<file path="src/rtl/shift_exec_stage.sv">
// Two-stage pipelined execute-stage shift unit for the RV32I core.
// Left shifts reuse the right barrel shifter by reversing the operand before and after it.

module barrel_shifter_right_32 (
  input  logic [31:0] data,
  input  logic [4:0]  amt,
  input  logic        type_shift,
  output logic [31:0] result
);

  logic        fill;
  logic [31:0] stage;

  assign fill = type_shift && data[31];

  // Logarithmic shifter: each amount bit shifts by its power of two.
  always_comb begin
    stage = data;
    if (amt[0]) stage = {fill, stage[31:1]};
    if (amt[1]) stage = {{2{fill}}, stage[31:2]};
    if (amt[2]) stage = {{4{fill}}, stage[31:4]};
    if (amt[3]) stage = {{8{fill}}, stage[31:8]};
    if (amt[4]) stage = {{16{fill}}, stage[31:16]};
    result = stage;
  end

endmodule

module shift_exec_stage (
  input  logic        clk,
  input  logic        reset,
  input  logic        flush,
  input  logic        in_valid,
  output logic        in_ready,
  input  logic [1:0]  in_op,
  input  logic [31:0] in_data,
  input  logic [4:0]  in_amt,
  input  logic [4:0]  in_rd,
  output logic        out_valid,
  input  logic        out_ready,
  output logic [31:0] out_result,
  output logic [4:0]  out_rd
);

  typedef enum logic [1:0] {
    OP_SLL  = 2'b00,
    OP_SRL  = 2'b01,
    OP_PASS = 2'b10,
    OP_SRA  = 2'b11
  } shift_op_e;

  function automatic logic [31:0] bit_reverse(input logic [31:0] value);
    logic [31:0] rev;
    for (int i = 0; i < 32; i++) begin
      rev[i] = value[31-i];
    end
    return rev;
  endfunction

  logic        s1_valid;
  logic [31:0] s1_data;
  logic [4:0]  s1_amt;
  logic        s1_arith;
  logic        s1_left;
  logic        s1_pass;
  logic [4:0]  s1_rd;

  logic        s2_adv;
  logic        s1_adv;
  logic        accept;
  shift_op_e   op;
  logic [31:0] shifted;
  logic [31:0] s2_value;

  assign op     = shift_op_e'(in_op);
  assign s2_adv = !out_valid || out_ready;
  assign s1_adv = !s1_valid || s2_adv;
  assign in_ready = s1_adv && !flush && !reset;
  assign accept = in_valid && in_ready;

  barrel_shifter_right_32 u_shifter (
    .data       (s1_data),
    .amt        (s1_amt),
    .type_shift (s1_arith),
    .result     (shifted)
  );

  // Pass-through operands were stored unreversed, so s1_data is already the original value.
  always_comb begin
    s2_value = shifted;
    if (s1_left) s2_value = bit_reverse(shifted);
    if (s1_pass) s2_value = s1_data;
  end

  always_ff @(posedge clk) begin
    if (reset) begin
      s1_valid   <= 1'b0;
      s1_data    <= 32'h0;
      s1_amt     <= 5'h0;
      s1_arith   <= 1'b0;
      s1_left    <= 1'b0;
      s1_pass    <= 1'b0;
      s1_rd      <= 5'h0;
      out_valid  <= 1'b0;
      out_result <= 32'h0;
      out_rd     <= 5'h0;
    end else if (flush) begin
      s1_valid  <= 1'b0;
      out_valid <= 1'b0;
    end else begin
      if (s2_adv) begin
        out_valid <= s1_valid;
        if (s1_valid) begin
          out_result <= s2_value;
          out_rd     <= s1_rd;
        end
      end
      if (s1_adv) begin
        s1_valid <= accept;
        if (accept) begin
          s1_data  <= (op == OP_SLL) ? bit_reverse(in_data) : in_data;
          s1_amt   <= in_amt;
          s1_arith <= (op == OP_SRA);
          s1_left  <= (op == OP_SLL);
          s1_pass  <= (op == OP_PASS);
          s1_rd    <= in_rd;
        end
      end
    end
  end

endmodule

</file>
<file path="config.mk">
export PLATFORM = sky130hd
export DESIGN_NAME = shift_exec_stage
export DESIGN_NICKNAME = d
export VERILOG_FILES = /design/src/rtl/shift_exec_stage.sv
export SDC_FILE = /design/constraint.sdc
export NUM_CORES = 1
export LEC_CHECK = 0
export CORE_UTILIZATION = 28
export DETAILED_ROUTE_END_ITERATION = 10
export DONT_BUFFER_PORTS = 1
export SYNTH_ARGS = -nofsm -noshare
export SYNTH_HDL_FRONTEND = slang
export SYNTH_HIERARCHICAL = 1
export SYNTH_SLANG_ARGS = --single-unit
export TNS_END_PERCENT = 50
</file>
<file path="constraint.sdc">
create_clock -name clk -period 4.4 [get_ports clk]
set_clock_uncertainty 0.1 [all_clocks]
set_input_delay 0.44 -clock clk [delete_from_list [all_inputs] [get_ports clk]]
set_output_delay 0.44 -clock clk [all_outputs]
set_load 0.03 [all_outputs]
</file>
==> impl_metrics.json <==
{
  "status": "finished, final reports clean",
  "r2r_setup_slack_ns": 1.50,
  "setup_tns_ns": 0,
  "layout_min_cycle_time_ns": 2.90,
  "synth-seq-area-share_pct": 26.3,
  "drive_above_1_share_pct": 22.4,
  "power_density_mw_per_mm2": 318,
  "die_x_um": 153,
  "overflow": 0,
  "syn-num-nets": 697,
  "dpl.cell_count": 880,
  "num_vias": 5380,
  "drv_cap": 0,
  "hp-start": "reset",
  "post-route-period-util_pct": 65.9,
  "yosysMostFrequentCell": "dfxtp_1",
  "cts_sinks": 84,
  "synth.distinct_cells": 66,
  "post_drt_wl_per_cell_um": 23.1,
  "min_delay_path_depth": 1,
  "final-hold-violation-count": 0,
  "placed_area_mm2": 0.00650,
  "postLayoutCellArea_mm2": 0.00681,
  "hold_path_class": "primary input to flip-flop",
  "synthTopCellsByArea": "dfxtp_1 26%, mux4_2 14%, mux2i_1 13%",
  "synth_area_mm2": 0.00640,
  "ys.flop_type": "dfxtp_1",
  "area_growth_pct": 6.29,
  "arrival_ns": 3.05,
  "peakVddDrop_mv": 0.191,
  "crit_type": "flip-flop to flip-flop",
  "pin_count": 88,
  "cts_buffers": 9,
  "syn_area_per_cell_um2": 9.88,
  "clk_pin_slew_ns": 0.07,
  "ant_nets": 0,
  "p_total_mw": 2.17,
  "fillers": 2264,
  "worstSetupEndpointType": "flip-flop",
  "synth_seq_cells": 84,
  "coreArea_mm2": 0.0221,
  "htreeDepth": 3,
  "synthTopCellsByCount": "84 x dfxtp_1, 83 x mux2i_1, 55 x nand2_1",
  "cts_tree": "built",
  "rows": 54,
  "initialDrtViolationCount": 616,
  "hpwl_um": 15000,
  "yosys.area.top_type": "dfxtp_1",
  "final_util_pct": 30.8,
  "max_freq_mhz": 345,
  "post_cts_buffers": 0,
  "routed_via_density": 6.00,
  "grt_first_pass_wirelength_um": 31900,
  "antenna_found_initial": 0,
  "ctsResizeCount": 0,
  "dieArea_mm2": 0.0235,
  "clk_latency_ns": 0.36,
  "drt-total-wl_um": 20700,
  "synth.top_cell.area_share_pct": 26.3,
  "ys_warn_count": 6,
  "start_util_pct": 29.0,
  "numPortBuffers": 0,
  "relSlewSlack_pct": 27.0,
  "grt_pass1_vias": 5108,
  "start_kind": "flip-flop",
  "syn-instance-count": 648,
  "final_nets": 660,
  "finalHoldWorstSlack_ns": 0.0596,
  "grt_max_degree": 55,
  "worstPathRequired_ns": 4.55,
  "reg2reg_depth": 8,
  "reg2reg_to": "out_result[31]",
  "postCtsHoldBufs": 0,
  "root_buffer": "clkbuf_16",
  "worstReg2RegStart": "s1_amt[0]",
  "place_congestion": 1.01,
  "pre_cts_slack_ns": 1.53,
  "track_usage_pct": 17.7,
  "die_h_um": 153,
  "crit_fanout": 14,
  "drtPass1Iterations": 5,
  "p_leak_nw": 2.23,
  "slew_violations": 0,
  "cts_buffer_depth": 2,
  "antenna_cells": 0,
  "final_cells": 896,
  "layout_setup_ws_ns": 1.50,
  "rsz0062_at_grt": "false",
  "synth-edff-count": 0,
  "drc": 0,
  "tightest_slew_ns": 1.09,
  "min_to": "out_rd[2]",
  "async_flop_share_pct": 0,
  "setup_violations": 0
}
==> flip-flops by register name, indices dropped and copies added (netlist names), 5 cells and up <==
signal / cells
out_result: 32
out_rd: 5
s1_amt: 5
s1_rd: 5
s1_data: 32
==> worst max path at each step <==
stage | from | endpoint | slack, ns | cells after the start
6_report | s1_amt[0] | out_result[31] | 1.50 | 8
5_1_grt | s1_amt[0] | out_result[31] | 1.35 | 8
4_1_cts | s1_amt[0] | out_result[31] | 1.51 | 8
3_5_place_dp | s1_amt[0] | out_result[31] | 1.53 | 8
3_3_place_gp | s1_amt[0] | out_result[30] | 1.54 | 8
2_1_floorplan | s1_amt[0] | out_result[28] | 2.13 | 8
==> area by class of cell <==
cell class / count / area [um^2] / share of cell area, %
clock buffer: 9 / 225 / 3.31
clock inverter: 7 / 82.6 / 1.21
inverter: 5 / 18.8 / 0.276
multi-input combinational: 495 / 4330 / 63.5
sequential: 84 / 1680 / 24.7
tap: 280 / 350 / 5.15
timing repair buffer: 16 / 120 / 1.76
==> logic make-up after synthesis <==
kind of cell    Yosys count  synth area share (%)
compound gates          218                  25.9
mux                     143                  30.9
simple gates            134                  10.7
flops                    84                  26.3
buf+inv                  69                  6.33
==> worst max-delay path, cell delays in order (launching register included) <==
cell      delay [ns]
dfxtp_2         0.44
buf_4           0.31
mux4_2          0.60
a32o_1          0.28
a221oi_1        0.36
o211ai_1        0.22
mux2i_1         0.17
o21ai_0         0.09
a22o_1          0.21
==> power breakdown <==
group,total (mW),internal (mW),switching (mW)
Clock,0.810,0.449,0.361
Combinational,0.474,0.214,0.260
Sequential,0.882,0.792,0.0898
==> cells in the final DEF, fill, tap and decap left out, types with 5 or more instances in the layout <==
| master | count |
|---|---|
| a211oi_2 | 31 |
| a21oi_1 | 43 |
| a221oi_1 | 6 |
| a22o_1 | 35 |
| a22oi_1 | 5 |
| and2_1 | 7 |
| buf_4 | 16 |
| clkbuf_16 | 9 |
| dfxtp_1 | 82 |
| mux2_2 | 10 |
| mux2_4 | 8 |
| mux2i_1 | 83 |
| mux4_2 | 39 |
| nand2_1 | 55 |
| nand2b_1 | 10 |
| nand3_1 | 9 |
| nor2_1 | 14 |
| nor2b_1 | 15 |
| nor3_1 | 6 |
| o211ai_1 | 5 |
| o21ai_0 | 49 |
==> routing by layer <==
| metal | routed length (um) | track usage, % | vias up |
|---|---|---|---|
| li1 | - | - | 2445 |
| met1 | 9260 | 24.6 | 2612 |
| met2 | 8770 | 25.7 | 278 |
| met3 | 2030 | 5.08 | 45 |
| met4 | 631 | 6.54 | 0 |
| met5 | 0 | 0 | - |
Note: power is estimated with default switching activity, not from simulation.
